$ cat src/rtl/id_ex_alu_issue_pkg.sv
// Shared ALU op codes, MIPS opcode/funct constants and the decoder output bundle
// used by the ID/EX issue stage and the ALU.
package id_ex_alu_issue_pkg;

  typedef enum logic [3:0] {
    ALU_ADD     = 4'b0000,
    ALU_AND     = 4'b0001,
    ALU_NOR     = 4'b0010,
    ALU_OR      = 4'b0011,
    ALU_SLL     = 4'b0100,
    ALU_SRL     = 4'b0101,
    ALU_SRA     = 4'b0110,
    ALU_SUB     = 4'b0111,
    ALU_XOR     = 4'b1000,
    ALU_SRAV    = 4'b1001,
    ALU_SRLV    = 4'b1010,
    ALU_SLLV    = 4'b1011,
    ALU_SLT     = 4'b1100,
    ALU_LUI     = 4'b1101,
    ALU_ILLEGAL = 4'b1111
  } alu_op_e;

  localparam logic [5:0] OP_RTYPE    = 6'h00;
  localparam logic [5:0] OP_BEQ      = 6'h04;
  localparam logic [5:0] OP_BNE      = 6'h05;
  localparam logic [5:0] OP_ADDI     = 6'h08;
  localparam logic [5:0] OP_ADDIU    = 6'h09;
  localparam logic [5:0] OP_SLTI     = 6'h0A;
  localparam logic [5:0] OP_ANDI     = 6'h0C;
  localparam logic [5:0] OP_ORI      = 6'h0D;
  localparam logic [5:0] OP_XORI     = 6'h0E;
  localparam logic [5:0] OP_LUI      = 6'h0F;
  localparam logic [5:0] OP_LOAD_LO  = 6'h20;
  localparam logic [5:0] OP_STORE_LO = 6'h28;
  localparam logic [5:0] OP_STORE_HI = 6'h2B;

  localparam logic [5:0] FN_SLL  = 6'h00;
  localparam logic [5:0] FN_SRL  = 6'h02;
  localparam logic [5:0] FN_SRA  = 6'h03;
  localparam logic [5:0] FN_SLLV = 6'h04;
  localparam logic [5:0] FN_SRLV = 6'h06;
  localparam logic [5:0] FN_SRAV = 6'h07;
  localparam logic [5:0] FN_ADD  = 6'h20;
  localparam logic [5:0] FN_ADDU = 6'h21;
  localparam logic [5:0] FN_SUB  = 6'h22;
  localparam logic [5:0] FN_SUBU = 6'h23;
  localparam logic [5:0] FN_AND  = 6'h24;
  localparam logic [5:0] FN_OR   = 6'h25;
  localparam logic [5:0] FN_XOR  = 6'h26;
  localparam logic [5:0] FN_NOR  = 6'h27;
  localparam logic [5:0] FN_SLT  = 6'h2A;

  typedef enum logic [1:0] {SEL_A_RS, SEL_A_RT, SEL_A_ZERO} a_sel_e;
  typedef enum logic [1:0] {SEL_B_RT, SEL_B_IMM, SEL_B_RS_AMT} b_sel_e;

  typedef struct packed {
    alu_op_e alu_op;
    a_sel_e  a_sel;
    b_sel_e  b_sel;
    logic    ext_sign;
    logic    reg_dst_rd;
    logic    reg_write;
    logic    illegal;
  } dec_t;

endpackage

$ cat src/rtl/id_ex_alu_issue_alu_control_decoder.sv
// Combinational opcode/funct decode into ALU op, operand selects, extend mode,
// destination choice, register-write enable and illegal flag.
module alu_control_decoder
  import id_ex_alu_issue_pkg::*;
(
  input  logic [5:0] opcode_i,
  input  logic [5:0] funct_i,
  output dec_t       dec_o
);

  always_comb begin
    dec_o = '{alu_op: ALU_ADD, a_sel: SEL_A_RS, b_sel: SEL_B_IMM, ext_sign: 1'b1,
              reg_dst_rd: 1'b0, reg_write: 1'b1, illegal: 1'b0};
    if (opcode_i == OP_RTYPE) begin
      dec_o.reg_dst_rd = 1'b1;
      dec_o.b_sel      = SEL_B_RT;
      case (funct_i)
        FN_ADD, FN_ADDU: dec_o.alu_op = ALU_ADD;
        FN_SUB, FN_SUBU: dec_o.alu_op = ALU_SUB;
        FN_AND:          dec_o.alu_op = ALU_AND;
        FN_OR:           dec_o.alu_op = ALU_OR;
        FN_XOR:          dec_o.alu_op = ALU_XOR;
        FN_NOR:          dec_o.alu_op = ALU_NOR;
        FN_SLT:          dec_o.alu_op = ALU_SLT;
        // Immediate shifts take shamt through the sign-extended imm field.
        FN_SLL, FN_SRL, FN_SRA: begin
          dec_o.a_sel = SEL_A_RT;
          dec_o.b_sel = SEL_B_IMM;
          dec_o.alu_op = (funct_i == FN_SLL) ? ALU_SLL :
                         (funct_i == FN_SRL) ? ALU_SRL : ALU_SRA;
        end
        FN_SLLV, FN_SRLV, FN_SRAV: begin
          dec_o.a_sel = SEL_A_RT;
          dec_o.b_sel = SEL_B_RS_AMT;
          dec_o.alu_op = (funct_i == FN_SLLV) ? ALU_SLLV :
                         (funct_i == FN_SRLV) ? ALU_SRLV : ALU_SRAV;
        end
        default: dec_o.illegal = 1'b1;
      endcase
    end else if (opcode_i >= OP_LOAD_LO && opcode_i <= OP_STORE_HI) begin
      dec_o.alu_op = ALU_ADD;
      if (opcode_i >= OP_STORE_LO) dec_o.reg_write = 1'b0;
    end else begin
      case (opcode_i)
        OP_ADDI, OP_ADDIU: dec_o.alu_op = ALU_ADD;
        OP_SLTI:           dec_o.alu_op = ALU_SLT;
        OP_ANDI: begin dec_o.alu_op = ALU_AND; dec_o.ext_sign = 1'b0; end
        OP_ORI:  begin dec_o.alu_op = ALU_OR;  dec_o.ext_sign = 1'b0; end
        OP_XORI: begin dec_o.alu_op = ALU_XOR; dec_o.ext_sign = 1'b0; end
        OP_LUI: begin
          dec_o.alu_op   = ALU_LUI;
          dec_o.ext_sign = 1'b0;
          dec_o.a_sel    = SEL_A_ZERO;
        end
        OP_BEQ, OP_BNE: begin
          dec_o.alu_op    = ALU_SUB;
          dec_o.b_sel     = SEL_B_RT;
          dec_o.reg_write = 1'b0;
        end
        default: dec_o.illegal = 1'b1;
      endcase
    end
    if (dec_o.illegal) begin
      dec_o.alu_op    = ALU_ILLEGAL;
      dec_o.reg_write = 1'b0;
    end
  end

endmodule

$ cat src/rtl/id_ex_alu_issue.sv
// ID/EX stage register: decodes the issued instruction, builds ALU operands and
// holds them for the EX stage with stall (hold) and flush (bubble) control.
module id_ex_alu_issue
  import id_ex_alu_issue_pkg::*;
#(
  parameter int NBITS     = 32,
  parameter int NREG_ADDR = 5
) (
  input  logic                 clk,
  input  logic                 reset,
  input  logic                 in_valid,
  input  logic [31:0]          in_instr,
  input  logic [NBITS-1:0]     in_rs_data,
  input  logic [NBITS-1:0]     in_rt_data,
  input  logic                 stall,
  input  logic                 flush,
  output logic [NBITS-1:0]     operando_A,
  output logic [NBITS-1:0]     operando_B,
  output logic [3:0]           ALU_control,
  output logic [NREG_ADDR-1:0] out_wr_reg,
  output logic                 out_reg_write,
  output logic                 out_valid,
  output logic                 out_illegal
);

  dec_t dec;
  logic [NBITS-1:0] imm_ext;
  logic [NBITS-1:0] rs_amt;
  logic [NBITS-1:0] op_a;
  logic [NBITS-1:0] op_b;
  logic [4:0]       unused_rs_field;

  logic [NBITS-1:0]     a_q, a_d, b_q, b_d;
  logic [3:0]           alu_q, alu_d;
  logic [NREG_ADDR-1:0] wr_q, wr_d;
  logic                 rw_q, rw_d, valid_q, valid_d, ill_q, ill_d;

  // Register addresses come from the register file side; rs is only consumed there.
  assign unused_rs_field = in_instr[25:21];

  alu_control_decoder u_dec (
    .opcode_i (in_instr[31:26]),
    .funct_i  (in_instr[5:0]),
    .dec_o    (dec)
  );

  assign imm_ext[15:0] = in_instr[15:0];
  generate
    for (genvar gi = 16; gi < NBITS; gi++) begin : g_ext
      assign imm_ext[gi] = dec.ext_sign & in_instr[15];
    end
  endgenerate

  assign rs_amt = {{(NBITS-5){1'b0}}, in_rs_data[4:0]};

  always_comb begin
    case (dec.a_sel)
      SEL_A_RT:   op_a = in_rt_data;
      SEL_A_ZERO: op_a = '0;
      default:    op_a = in_rs_data;
    endcase
    case (dec.b_sel)
      SEL_B_RT:     op_b = in_rt_data;
      SEL_B_RS_AMT: op_b = rs_amt;
      default:      op_b = imm_ext;
    endcase
  end

  always_comb begin
    a_d     = a_q;
    b_d     = b_q;
    alu_d   = alu_q;
    wr_d    = wr_q;
    rw_d    = rw_q;
    valid_d = valid_q;
    ill_d   = ill_q;
    // Flush beats stall; an empty issue slot loads the same bubble as a flush.
    if (flush || (!stall && !in_valid)) begin
      a_d     = '0;
      b_d     = '0;
      alu_d   = ALU_ADD;
      wr_d    = '0;
      rw_d    = 1'b0;
      valid_d = 1'b0;
      ill_d   = 1'b0;
    end else if (!stall) begin
      a_d     = op_a;
      b_d     = op_b;
      alu_d   = dec.alu_op;
      wr_d    = dec.reg_dst_rd ? NREG_ADDR'(in_instr[15:11]) : NREG_ADDR'(in_instr[20:16]);
      rw_d    = dec.reg_write;
      valid_d = 1'b1;
      ill_d   = dec.illegal;
    end
  end

  always_ff @(posedge clk) begin
    if (reset) begin
      a_q     <= '0;
      b_q     <= '0;
      alu_q   <= ALU_ADD;
      wr_q    <= '0;
      rw_q    <= 1'b0;
      valid_q <= 1'b0;
      ill_q   <= 1'b0;
    end else begin
      a_q     <= a_d;
      b_q     <= b_d;
      alu_q   <= alu_d;
      wr_q    <= wr_d;
      rw_q    <= rw_d;
      valid_q <= valid_d;
      ill_q   <= ill_d;
    end
  end

  assign operando_A    = a_q;
  assign operando_B    = b_q;
  assign ALU_control   = alu_q;
  assign out_wr_reg    = wr_q;
  assign out_reg_write = rw_q;
  assign out_valid     = valid_q;
  assign out_illegal   = ill_q;

endmodule
$ cat config.mk
export PLATFORM = sky130hd
export DESIGN_NAME = id_ex_alu_issue
export DESIGN_NICKNAME = d
export VERILOG_FILES = /design/src/rtl/id_ex_alu_issue_pkg.sv /design/src/rtl/id_ex_alu_issue_alu_control_decoder.sv /design/src/rtl/id_ex_alu_issue.sv
export SDC_FILE = /design/constraint.sdc
export NUM_CORES = 1
export LEC_CHECK = 0
export ABC_CLOCK_PERIOD_IN_PS = 1500
export BUFFER_PORTS_ARGS = -buffer_cell sky130_fd_sc_hd__buf_2
export CAP_MARGIN = 5
export CORE_MARGIN = 5
export CORE_UTILIZATION = 42
export DETAILED_ROUTE_END_ITERATION = 8
export GPL_TIMING_DRIVEN = 0
export PLACE_DENSITY = 0.84
export SYNTH_ARGS = -nofsm -noshare
export SYNTH_HDL_FRONTEND = slang
export SYNTH_SLANG_ARGS = --single-unit
$ cat constraint.sdc
create_clock -name clk -period 1.5 [get_ports clk]
set_input_delay 0.075 -clock clk [delete_from_list [all_inputs] [get_ports clk]]
set_output_delay 0.075 -clock clk [all_outputs]
set_load 0.05 [all_outputs]
==> impl_metrics.toml <==
[worst_setup_path]
worst_setup_path_start_kind = "input port"
crit_chain = "buf_2 > or4b_4 > o22ai_4 > buf_4 > a221oi_1 > nor3_1"
crit_arrival_ns = 1.70
timing.rr.start = "operando_B[2]"
end_kind = "flop"
crit_type = "in2reg"
reg2reg_depth = 2
r2r-end = "operando_B[2]"
crit_slowest_cell = "or4b_4"
path_buf_inv = 2
worstPathMaxFanout = 10
crit_family = "simple AND/OR/NAND/NOR gates"
rrSetupSlack_ns = 0.73
slowest_delay_ns = 0.60
crit_required_ns = 1.76

[logic_synthesis]
yosysSeqAreaShare_pct = 40.20
synthTopCellsByArea = "dfxtp_1 (40%), a221oi_1 (10%), nor2b_1 (8.6%)"
syn_nets = 509
synthSimpleGateAreaFrac_pct = 23.40
avgSynthCellArea_um2 = 9.277
synth_top_family_by_area = "compound AO/OA/AOI/OAI gates"
synthAdderAreaFrac_pct = 0.2645
synth_area_leader_cell = "dfxtp_1"
muxShareOfSynthArea_pct = 2.810
synth_cells = 408
yosys.area_share.xor_xnor_pct = 0.4628
ys_types = 57
synth_area_um2 = 3785
synth_compound_area_share_pct = 25.09
yosysTopAreaCellShare_pct = 40.20
synth_edf_count = 0
synth_ff_type = "dfxtp_1"
ys_warn_count = 0
synth-seq-cells = 76
async_reset_ff_share_pct = 0

[timing]
rsz0062_at_grt = "yes"
period_share_pct = 96.17
setup_viol = 0
setup_slack_ns = 0.05741
post-route-min-period_ns = 1.443
worst_pin_slew_ns = 0.7114
clock.fmax_mhz = 693.2
hold_viol = 0
slew_headroom_pct = 52.57
maxSlewViolCount = 0
skew_ns = 0
timing.hold.ws_ns = 0.006906

[pwr]
total_power_mw = 4.995
p_switching_mw = 1.546
internal_power_mw = 3.449
p_leak_nw = 2.295
seq_power_share_pct = 42.7
ir_drop_mv = 0.6357
p_clk_share_pct = 36.7
combPwrFrac_pct = 20.6
powerDensity_nw_per_um2 = 959.7
swShare_pct = 30.96

[cts]
clock-sinks = 76
ctsLongestPathBuffers = 2
insertion_delay_ns = 0.35
clk_pin_slew_ns = 0.09
htree_levels = 3
root_buffer = "clkbuf_8"
cts_tree = "yes"
cts_made_buffers = 9

[placement]
place_ws_ns = -0.5679
place_congestion = 0.8562
io_buffer_count = 169
dp.final_hpwl_um = 10270

[job]
drv_cap = 0

[detailed_routing]
wl_um = 13760
firstDrtPassIters = 5
drc_errors = 0
wl_per_cell_um = 19.19
via_per_inst = 5.768
drtIter0Drc = 308
vias = 4136
antenna_left = 0

[min_path]
hold-path-endpoint = "operando_B[27]"
min_path_type = "in2reg"
min_from = "in_rt_data[27]"
min_path_cells = 3

[grt]
grt_pass1_vias = 4263
grtUsageTotal_pct = 23.86
antenna_found_initial = 0
grt_max_degree = 15
grt_pass1_wl_um = 21510
overflow = 0

[floorplan]
start_util_pct = 43.19
die-area_um2 = 11010
rows = 34
ios = 177
die_x_um = 104.9
coreArea_um2 = 8763
die_height_um = 104.9

[cells_and_area]
final_cell_mix = "buf_2 (176), dfxtp_1 (76), nor2b_1 (52)"
layout_commonest_cell = "buf_2"
multi_input_area_um2 = 2003
fillers = 751
drive_gt1_share_pct = 40.89
insertedDiodeCount = 0
areaGrowthSynthToFinish_pct = 37.52
seq_area_um2 = 1521
nets = 705
fin_util_pct = 59.39

[outcome]
status = "finished, final reports clean"
[kinds of logic (layout without fill, tap and decap cells)]
family / count (synthesis) / in the layout
xor gates and xnor gates: 2 / 2
muxes: 10 / 10
and+or+nand+nor: 160 / 160
DFF: 76 / 76
buffers and inverters: 62 / 263
AOI/OAI and AO/OA: 97 / 97
adders and majority gates: 1 / 1
[worst max-delay path by stage]
stage / from / endpoint / slack [ns] / cells after the start
floorplan: in_instr[31] / operando_B[22] / -0.03 / 5
global route: in_instr[3] / operando_A[17] / -0.004 / 8
CTS: in_instr[31] / operando_B[23] / 0.02 / 6
global placement: stall / operando_B[8] / -0.58 / 6
finish: in_instr[31] / operando_B[14] / 0.06 / 6
detailed placement: stall / operando_B[10] / -0.57 / 6
[synth_stat cells (all sizes together), types with 2 or more instances]
cell type / n
a21oi: 6
a221oi: 62
a311oi: 7
a31oi: 4
and2: 2
and3: 3
buf: 17
clkbuf: 21
dfxtp: 76
inv: 24
mux2: 5
mux2i: 5
nand2: 28
nor2: 13
nor2b: 52
nor3: 47
nor4: 2
o21ai: 4
o22ai: 2
or2: 2
or4b: 2
[per-stage QoR]
| stage | cell area (um2) | std cells | setup TNS [ns] |
|---|---|---|---|
| floorplan | 3794 | 408 | -0.3376 |
| global placement | 4775 | 685 | -32.74 |
| detailed placement | 4775 | 685 | -33.48 |
| CTS | 5152 | 714 | 0 |
| global route | 5205 | 717 | -0.005079 |
| finish | 5205 | 717 | 0 |
[layer usage]
| metal | GRT usage, % | up-vias | routed length (um) |
|---|---|---|---|
| met5 | 0 | - | 0 |
| met2 | 39.03 | 228 | 6434 |
| met4 | 9.680 | 0 | 456 |
| li1 | - | 1914 | - |
| met3 | 6.720 | 42 | 1210 |
| met1 | 29.57 | 1952 | 5657 |
[power by group through the flow]
stage	clock, mW	combinational (mW)	sequential (mW)
floorplan	0	0.371	2.43
global route	1.96	1.10	2.14
global placement	0	0.952	2.17
detailed placement	0	0.975	2.18
finish	1.83	1.03	2.13
CTS	1.84	1.01	2.13
[worst reg2reg max path, stage by stage, from the launching register on]
cell	delay (ns)
dfxtp_1	0.35
inv_1	0.04
a221oi_1	0.28
[timing repair]
| item | CTS | global route |
|---|---|---|
| buffers inserted | 0 | 1 |
| resized for setup | 6 | 6 |
| endpoints found under the setup margin | 58 | 34 |
| endpoints found under the hold margin | 14 | 2 |
| hold buffers | 14 | 2 |
| pin swaps | 0 | 8 |
[area by class of cell]
cell class / instances / area share [%]
plain buffers: 37 / 4.038
clock inverters: 6 / 1.803
well taps: 108 / 2.596
repair buffers: 186 / 19.47
clock buffers: 10 / 2.644
inverters: 24 / 1.731
flip-flops and latches: 76 / 29.23
multi-input cells: 270 / 38.49
No activity file was read; power rests on OpenSTA's default activity.
